### config.mk
export PLATFORM = sky130hd
export DESIGN_NAME = mux_pipe_n
export DESIGN_NICKNAME = d
export VERILOG_FILES = /design/src/rtl/mux_pkg.sv /design/src/rtl/skid_buffer.sv /design/src/rtl/mux_pipe_n.sv
export SDC_FILE = /design/constraint.sdc
export NUM_CORES = 1
export LEC_CHECK = 0
export ABC_AREA = 1
export ABC_CLOCK_PERIOD_IN_PS = 10500
export BUFFER_PORTS_ARGS = -buffer_cell sky130_fd_sc_hd__clkbuf_2
export CAP_MARGIN = 20
export CORE_AREA = 2 2 128 130
export CTS_BUF_LIST = sky130_fd_sc_hd__clkbuf_4
export DETAILED_ROUTE_END_ITERATION = 12
export DIE_AREA = 0 0 130 132
export PLACE_DENSITY = 0.83
export SYNTH_ARGS = -nofsm -noshare
export SYNTH_HDL_FRONTEND = slang
export SYNTH_SLANG_ARGS = --single-unit
### constraint.sdc
create_clock -name clk -period 10.5 [get_ports clk]
set_input_delay 0.525 -clock clk [delete_from_list [all_inputs] [get_ports clk]]
set_output_delay 0.525 -clock clk [all_outputs]
set_load 0.02 [all_outputs]
### src/rtl/mux_pkg.sv
// Shared definitions for the pipelined N-way select mux: FSM state
// encoding, select-width helper and the default core datapath width.
package mux_pkg;

  // Core datapath width used when no override is given.
  localparam int DEFAULT_WIDTH = 64;

  // Occupancy of the 2-entry skid buffer. 2'd3 is illegal and recovers to ST_EMPTY.
  typedef enum logic [1:0] {
    ST_EMPTY = 2'd0,
    ST_ONE   = 2'd1,
    ST_TWO   = 2'd2
  } state_e;

  // Ceiling log2 with a floor of 1, so a 2-input mux still gets a 1-bit select.
  function automatic int clog2(input int n);
    int r;
    r = 1;
    for (int i = 0; i < 31; i++) begin
      if ((1 << i) < n) r = i + 1;
    end
    return r;
  endfunction

endpackage

### src/rtl/skid_buffer.sv
// Generic 2-entry skid buffer. The main register drives the output and the
// skid register catches the one beat that arrives while the output stalls.
// This lets in_ready come straight from a flop without losing throughput.
//
// Handshake: a beat moves when valid and ready are both high at a rising
// edge. The producer holds its payload while valid is high and ready is
// low. The buffer never withdraws out_valid until the beat is taken, and it
// holds out_data stable while it waits.
module skid_buffer import mux_pkg::*; #(
  parameter int W = DEFAULT_WIDTH + 1
) (
  input  logic         clk_i,
  input  logic         rst_i,
  input  logic [W-1:0] in_data_i,
  input  logic         in_valid_i,
  output logic         in_ready_o,
  output logic [W-1:0] out_data_o,
  output logic         out_valid_o,
  input  logic         out_ready_i,
  output state_e       state_o
);

  state_e       state_q, state_d;
  logic [W-1:0] main_q, main_d;
  logic [W-1:0] skid_q, skid_d;
  logic         in_ready_q, in_ready_d;
  logic         accept;
  logic         emit;

  assign out_valid_o = (state_q != ST_EMPTY);
  assign in_ready_o  = in_ready_q;
  assign out_data_o  = main_q;
  assign state_o     = state_q;

  assign accept = in_valid_i & in_ready_q;
  assign emit   = out_valid_o & out_ready_i;

  // Next-state logic: the occupancy FSM plus the main and skid register loads.
  always_comb begin
    state_d    = state_q;
    main_d     = main_q;
    skid_d     = skid_q;
    in_ready_d = in_ready_q;
    case (state_q)
      ST_EMPTY: begin
        in_ready_d = 1'b1;
        if (accept) begin
          main_d  = in_data_i;
          state_d = ST_ONE;
        end
      end
      ST_ONE: begin
        if (accept && emit) begin
          main_d = in_data_i;
        end else if (accept) begin
          skid_d     = in_data_i;
          state_d    = ST_TWO;
          in_ready_d = 1'b0;
        end else if (emit) begin
          state_d = ST_EMPTY;
        end
      end
      ST_TWO: begin
        // in_ready is low here, so only the drain path is possible.
        if (emit) begin
          main_d     = skid_q;
          state_d    = ST_ONE;
          in_ready_d = 1'b1;
        end
      end
      default: begin
        state_d    = ST_EMPTY;
        in_ready_d = 1'b1;
      end
    endcase
  end

  // State and storage registers. Reset discards all buffered beats at once.
  always_ff @(posedge clk_i or posedge rst_i) begin
    if (rst_i) begin
      state_q    <= ST_EMPTY;
      main_q     <= '0;
      skid_q     <= '0;
      in_ready_q <= 1'b1;
    end else begin
      state_q    <= state_d;
      main_q     <= main_d;
      skid_q     <= skid_d;
      in_ready_q <= in_ready_d;
    end
  end

endmodule

### src/rtl/mux_pipe_n.sv
// N-input select mux with a registered, valid/ready-handshaked output.
// The select is resolved at the input. Only {data, sel_err} is buffered.
// An out-of-range select produces zero data and raises out_sel_err for that beat.
module mux_pipe_n import mux_pkg::*; #(
  parameter  int WIDTH      = DEFAULT_WIDTH,
  parameter  int NUM_INPUTS = 4,
  localparam int SEL_W      = clog2(NUM_INPUTS)
) (
  input  logic                        clk,
  input  logic                        reset,
  input  logic [NUM_INPUTS*WIDTH-1:0] in_data,
  input  logic [SEL_W-1:0]            in_sel,
  input  logic                        in_valid,
  output logic                        in_ready,
  output logic [WIDTH-1:0]            out_data,
  output logic                        out_sel_err,
  output logic                        out_valid,
  input  logic                        out_ready,
  output logic [1:0]                  dbg_state
);

  logic [WIDTH-1:0] sel_data;
  logic             sel_err;
  state_e           buf_state;

  // Input-side select. An index with no matching input falls through to zero data and an error flag.
  always_comb begin
    sel_data = '0;
    sel_err  = 1'b1;
    for (int k = 0; k < NUM_INPUTS; k++) begin
      if (int'(in_sel) == k) begin
        sel_data = in_data[k*WIDTH +: WIDTH];
        sel_err  = 1'b0;
      end
    end
  end

  skid_buffer #(
    .W (WIDTH + 1)
  ) u_skid (
    .clk_i       (clk),
    .rst_i       (reset),
    .in_data_i   ({sel_err, sel_data}),
    .in_valid_i  (in_valid),
    .in_ready_o  (in_ready),
    .out_data_o  ({out_sel_err, out_data}),
    .out_valid_o (out_valid),
    .out_ready_i (out_ready),
    .state_o     (buf_state)
  );

  assign dbg_state = buf_state;

endmodule

Word-level counts from Yosys, hierarchy flattened
Index checks and enable logic that the tools add are counted.
{"block": "word_totals", "reg_bits": 133, "inputBits": 262, "output_inout_bits": 69, "word_cells": 49}
{"block": "op_classes", "n_eq_ne": 11, "n_mux": 22, "bitwise": 3, "n_reduce_logical": 9}
{"operator": "64-bit 2-to-1 mux", "count": 4}
{"operator": "65-bit 2-to-1 mux", "count": 3}
{"operator": "65-bit case mux with 3 select lines", "count": 1}
{"operator": "2-bit 2-to-1 mux", "count": 5}
{"operator": "2-bit by 1-bit != test with 1-bit output (second input constant)", "count": 4}
{"operator": "4-bit AND reduction", "count": 2}
{"operator": "1-bit 2-to-1 mux", "count": 7}
{"operator": "2-bit == test (second input constant)", "count": 3}
{"operator": "2-bit case mux with 3 select lines", "count": 1}
{"operator": "3-bit AND reduction", "count": 2}
{"operator": "2-bit by 1-bit == test with 1-bit output (second input constant)", "count": 2}
{"operator": "2-bit zero test", "count": 2}
{"operator": "3-bit by 1-bit != test with 1-bit output (second input constant)", "count": 1}
{"operator": "3-bit nonzero test", "count": 1}
{"operator": "1-bit bitwise AND", "count": 2}
{"operator": "2-bit != test (second input constant)", "count": 1}
{"operator": "1-bit case mux with 2 select lines", "count": 1}
{"operator": "2-bit nonzero test", "count": 1}
{"operator": "1-bit logical AND", "count": 1}
{"operator": "1-bit NOT", "count": 1}

Logic depth before layout (Yosys ltp)
{"block": "logic_depth", "depth_word": 7, "mapped_depth": 9, "ltp_nobuf": 7}

Modules after synthesis
From an unflattened synthesis, not the netlist that was laid out.
{"block": "hier_totals", "cells_unflattened": 1137, "hier_area_um2": 8096.5}
{"mod": "skid_buffer", "n_inst": 1, "cells_per_inst": 767, "area_each_um2": 6115.9, "seq_area_each_um2": 3329.4}
{"mod": "mux_pipe_n", "n_inst": 1, "cells_per_inst": 370, "area_each_um2": 1980.6, "seq_area_each_um2": 0.0}

Worst setup path before layout
No wires, ideal clock.
{"block": "synth_path", "path_kind": "input to register", "start": "in in_sel[1]", "end": "reg u_skid.main_q[0], in the netlist u_skid.out_data_o[0]", "setup_time_ps": 116, "arrival_time_ps": 1447, "required_time_ps": 10384, "slack_ps": 8937, "stages": 8, "path_buffers": 2, "cell_sequence": "buf_4 -> nand2_1 -> clkbuf_1 -> or2_2 -> nand2_1 -> nand2_1 -> nand2_1 -> nand2_1"}
{"block": "synth_between", "elab_chain_cells": 7, "word_cells_on_any_way": 11, "cone_classes": "eq/ne (3); mux (7); reduce/logical (1)"}
{"item": "start, declared", "line": "mux_pipe_n.sv:12", "text": "input logic [SEL_W-1:0] in_sel,"}
{"item": "2-bit zero test", "line": "mux_pipe_n.sv:31", "text": "if (int'(in_sel) == k) begin"}
{"item": "64-bit 2-to-1 mux (3 in series)", "line": "mux_pipe_n.sv:31"}
{"item": "64-bit 2-to-1 mux *", "line": "mux_pipe_n.sv:31"}
{"item": "65-bit 2-to-1 mux (on tied branches)", "line": "skid_buffer.sv:53, skid_buffer.sv:47"}
{"item": "65-bit case mux with 3 select lines *", "line": "skid_buffer.sv:44", "text": "case (state_q)"}
{"item": "end signal, assigned", "line": "skid_buffer.sv:87", "text": "main_q <= main_d;"}
{"item": "end, declared", "line": "skid_buffer.sv:24", "text": "logic [W-1:0] main_q, main_d;"}
Mark *: on every way between the ends. The rest lies on a longest branch, timed or not. The select of a mux whose other input is x is not followed.
A chain may end at the register's enable or synchronous reset.

Worst setup path after layout
{"block": "layout_path", "start": "in in_sel[1]", "end": "reg u_skid.main_q[15], in the netlist u_skid.out_data_o[15]"}
The elaborated chain is that of the path after synthesis.

==> metrics.md <==
| Metric | Value |
|---|---|
| DR WL/cell | between 15 and 20 um |
| Gates resized, CTS repair | 0 |
| R2r endpoint | u_skid.skid_q[59] |
| Clock Pin Slew Worst Setup and Hold Paths | about 0.12 ns |
| R2R Setup Slk | between 8 and 9 ns |
| CP top delay family | buffers and inverters |
| CTS root buffer | clkbuf_4 |
| FP Rows | 46 |
| CTS tree | yes |
| Reg2reg path depth | 6 |
| Post-Syn Nets | 1415 |
| Mux cell area share after synthesis | 0 |
| Ratio of cells with drive above 1 in the final layout | 0.308 |
| Fmax | 0.375 GHz |
| Core area | ~16000 um^2 |
| Tmin final | between 2 and 3 ns |
| Die width | 130 um |
| Layout Nets | roughly 1700 |
| Internal power | roughly 1.3 mW |
| Syn Inst Count | about 1200 |
| Via count | between 8000 and 9000 |
| Post-synthesis cell type count | 23 |
| Final Setup Violations | 0 |
| Htree depth | 4 |
| Port Buffers | 330 |
| DR pass1 iterations | 6 |
| Worst clock skew | ~0.018 ns |
| Crit end category | flop |
| Power per standard cell area | between 200 and 250 nW/um^2 |
| Tcrit/Tclk final | 0.254 |
| Slowest-stage cell, CP | clkinv_1 |
| Slew @ Worst Pin | 1.03 ns |
| Fin. Hold Viols | 0 |
| Setup bufs post-CTS | 0 |
| Cell Chain, Critical Path | clkbuf_2 -> buf_4 -> clkinv_1 -> buf_4 -> nand3_1 -> nand3_1 -> nand2_1 -> nand2_1 -> nand2_1 -> nand2_1 |
| Critical path arrival | around 3.1 ns |
| Die Span Y | roughly 130 um |
| Largest net degree at the start of global routing | 97 |
| Deepest clock path buffer count | 2 |
| Compound-gate portion of the synthesized area | 0.0836 |
| Routability congestion estimate | between 0.8 and 0.9 |
| CP max stage delay | 0.83 ns |
| Final ANT Viol Nets | 0 |
| Post-synthesis xor/xnor area fraction | 0 |
| CP dominant cell by count | nand2_1 |
| Synthesis-to-finish area growth | 23.8% |
| Critical path type | in2reg |
| Initial Utilization | 0.501 |
| WHS | about 0.079 ns |
| Crit path launch type | input port |
| Status | complete, no violations |
| Die area | 17200 um^2 |
| Combinational share of power | 0.472 |
| First-pass GRT wire length | ~40000 um |
| # DRC | 0 |
| Syn_area_per_cell | approximately 6.8 um^2 |
| Worst Path Buf+Inv | 4 |
| Max-slew violation count | 0 |
| RSZ-0062 raised after global routing | false |
| Iteration-0 DRC Markers | around 670 |
| Final TNS setup | 0 ns |
| Max cap viols | 0 |
| VDD IR max | 158 uV |
| Io pins | roughly 330 |
| Reg-to-Reg Start | u_skid.state_o[0] |
| Sw Ratio | 0.455 |
| Number of clock sinks | about 130 |
| #FFs+latches synth | around 130 |
| P_sw | ~1.1 mW |
| Post-Synth Adder-Cell Area | 0 |
| Req. time, crit path | ~11 ns |
| Layout Cell Area excl Fill | ~10000 um^2 |
| Reg power frac | 0.383 |
| Post-Synth Simple-Gate Area | 0.431 |
| Synthesized area | 7880 um^2 |
| GRT Total Usage | 0.289 |
| Vias in the first global route | slightly above 8000 |
| Largest family of logic cells by synthesized area | simple AND/OR/NAND/NOR gates |
| DRT Wirelength | roughly 25000 um |
| Initial antenna violation count | 1 |
| Vias/cell | around 5.3 |
| Hpwl dp | approximately 17000 um |
| Remaining Overflow, GRT | 0 |
| Critical Path Fanout Max | between 80 and 90 |
| Worst hold path class | in2async |
| Clock latency at the later pin of the worst-skew pair | about 0.54 ns |
| DP Area | approximately 9400 um^2 |
| Part of the power in the clock network | 0.145 |
| Synth Warn # | 0 |
| Cts bufs inserted | 17 |
| Worst slew margin | 0.311 |
| Post-synthesis sequential area ratio | 0.423 |
| Cts hold-fix bufs | 0 |
| Leakage | around 5.5 nW |
-- power groups by stage --
stage / clock [mW] / combinational (mW) / sequential, mW
6_report: 0.346 / 1.13 / 0.914
4_1_cts: 0.354 / 1.13 / 0.911
3_3_place_gp: 0 / 1.10 / 0.913
5_1_grt: 0.376 / 1.26 / 0.938
2_1_floorplan: 0 / 0.683 / 1.03
3_5_place_dp: 0 / 1.13 / 0.918
-- synthesized netlist by cell type (all sizes together) --
cell type | count | area [um^2]
nor3 | 64 | 320
nor2 | 67 | 259
nand3 | 135 | 676
nand2 | 458 | 1720
buf | 45 | 293
and2 | 1 | 6.26
or2 | 65 | 407
clkbuf | 44 | 168
inv | 8 | 30.0
dfstp | 1 | 26.3
clkinv | 1 | 3.75
o21ai | 130 | 651
o21bai | 1 | 7.51
dfrtp | 132 | 3300
nand4 | 1 | 6.26
-- how the worst max path moves through the flow --
stage	start	endpoint	slack [ns]	cells past startpoint
after floorplan	reset	u_skid.out_data_o[0]	6.42	1
after detailed placement	in_sel[1]	u_skid.out_data_o[15]	7.31	10
after global routing	in_sel[1]	u_skid.out_data_o[5]	7.68	10
final	in_sel[1]	u_skid.out_data_o[15]	7.83	10
after global placement	in_sel[1]	u_skid.out_data_o[39]	7.39	8
after CTS	in_sel[1]	u_skid.out_data_o[15]	7.92	10
-- worst reg2reg max path, stage by stage, from the launching register on --
cell and delay [ns]:
dfrtp_1 0.47, inv_1 0.16, nor2_1 0.27, nand3_4 0.54, buf_4 0.60, nand2_1 0.17, o21ai_0 0.09
-- metal layers --
layer,GRT usage,wire length (um)
met5,0,0
met4,0.123,747
met3,0.0495,1800
met2,0.503,12500
met1,0.351,10100
-- stage by stage --
step           worst slack (ns)   util  power, mW  cells
2_1_floorplan              6.42      -       1.72   1153
3_3_place_gp               7.39  0.601       2.02   1620
3_5_place_dp               7.31  0.601       2.05   1620
4_1_cts                    7.92  0.619       2.40   1650
5_1_grt                    7.68  0.620       2.58   1652
6_report                   7.83  0.620       2.39   1652
-- final cells by class --
type,instances,area [um^2]
Clock inverter,12,139
Tap cell,216,270
Inverter,9,38.8
Fill cell,1481,5970
Clock buffer,18,135
Sequential cell,133,3330
Antenna cell,1,2.50
Timing Repair Buffer,341,1750
Multi-Input combinational cell,922,4080
-- sequential cells by signal (all words and copies together), names as in the netlist --
signal,count
u_skid.in_ready_o,1
u_skid.out_data_o,65
u_skid.skid_q,65
u_skid.state_o,2
-- layout by cell type, fill, tap and decap left out, drive strengths merged --
master      n
nor3       64
clkinv      7
nor2       67
nand3     135
o21bai      1
inv         8
nand2     458
clkinvlp    3
bufinv      3
and2        1
dfstp       1
o21ai     130
or2        65
buf        12
clkbuf    347
dfrtp     132
diode       1
nand4       1
-- logic make-up after synthesis --
| family | after synthesis |
|---|---|
| flops | 133 |
| compound gates | 131 |
| simple gates | 791 |
| buf+inv | 98 |
Note: power is estimated with default switching activity, not from simulation.
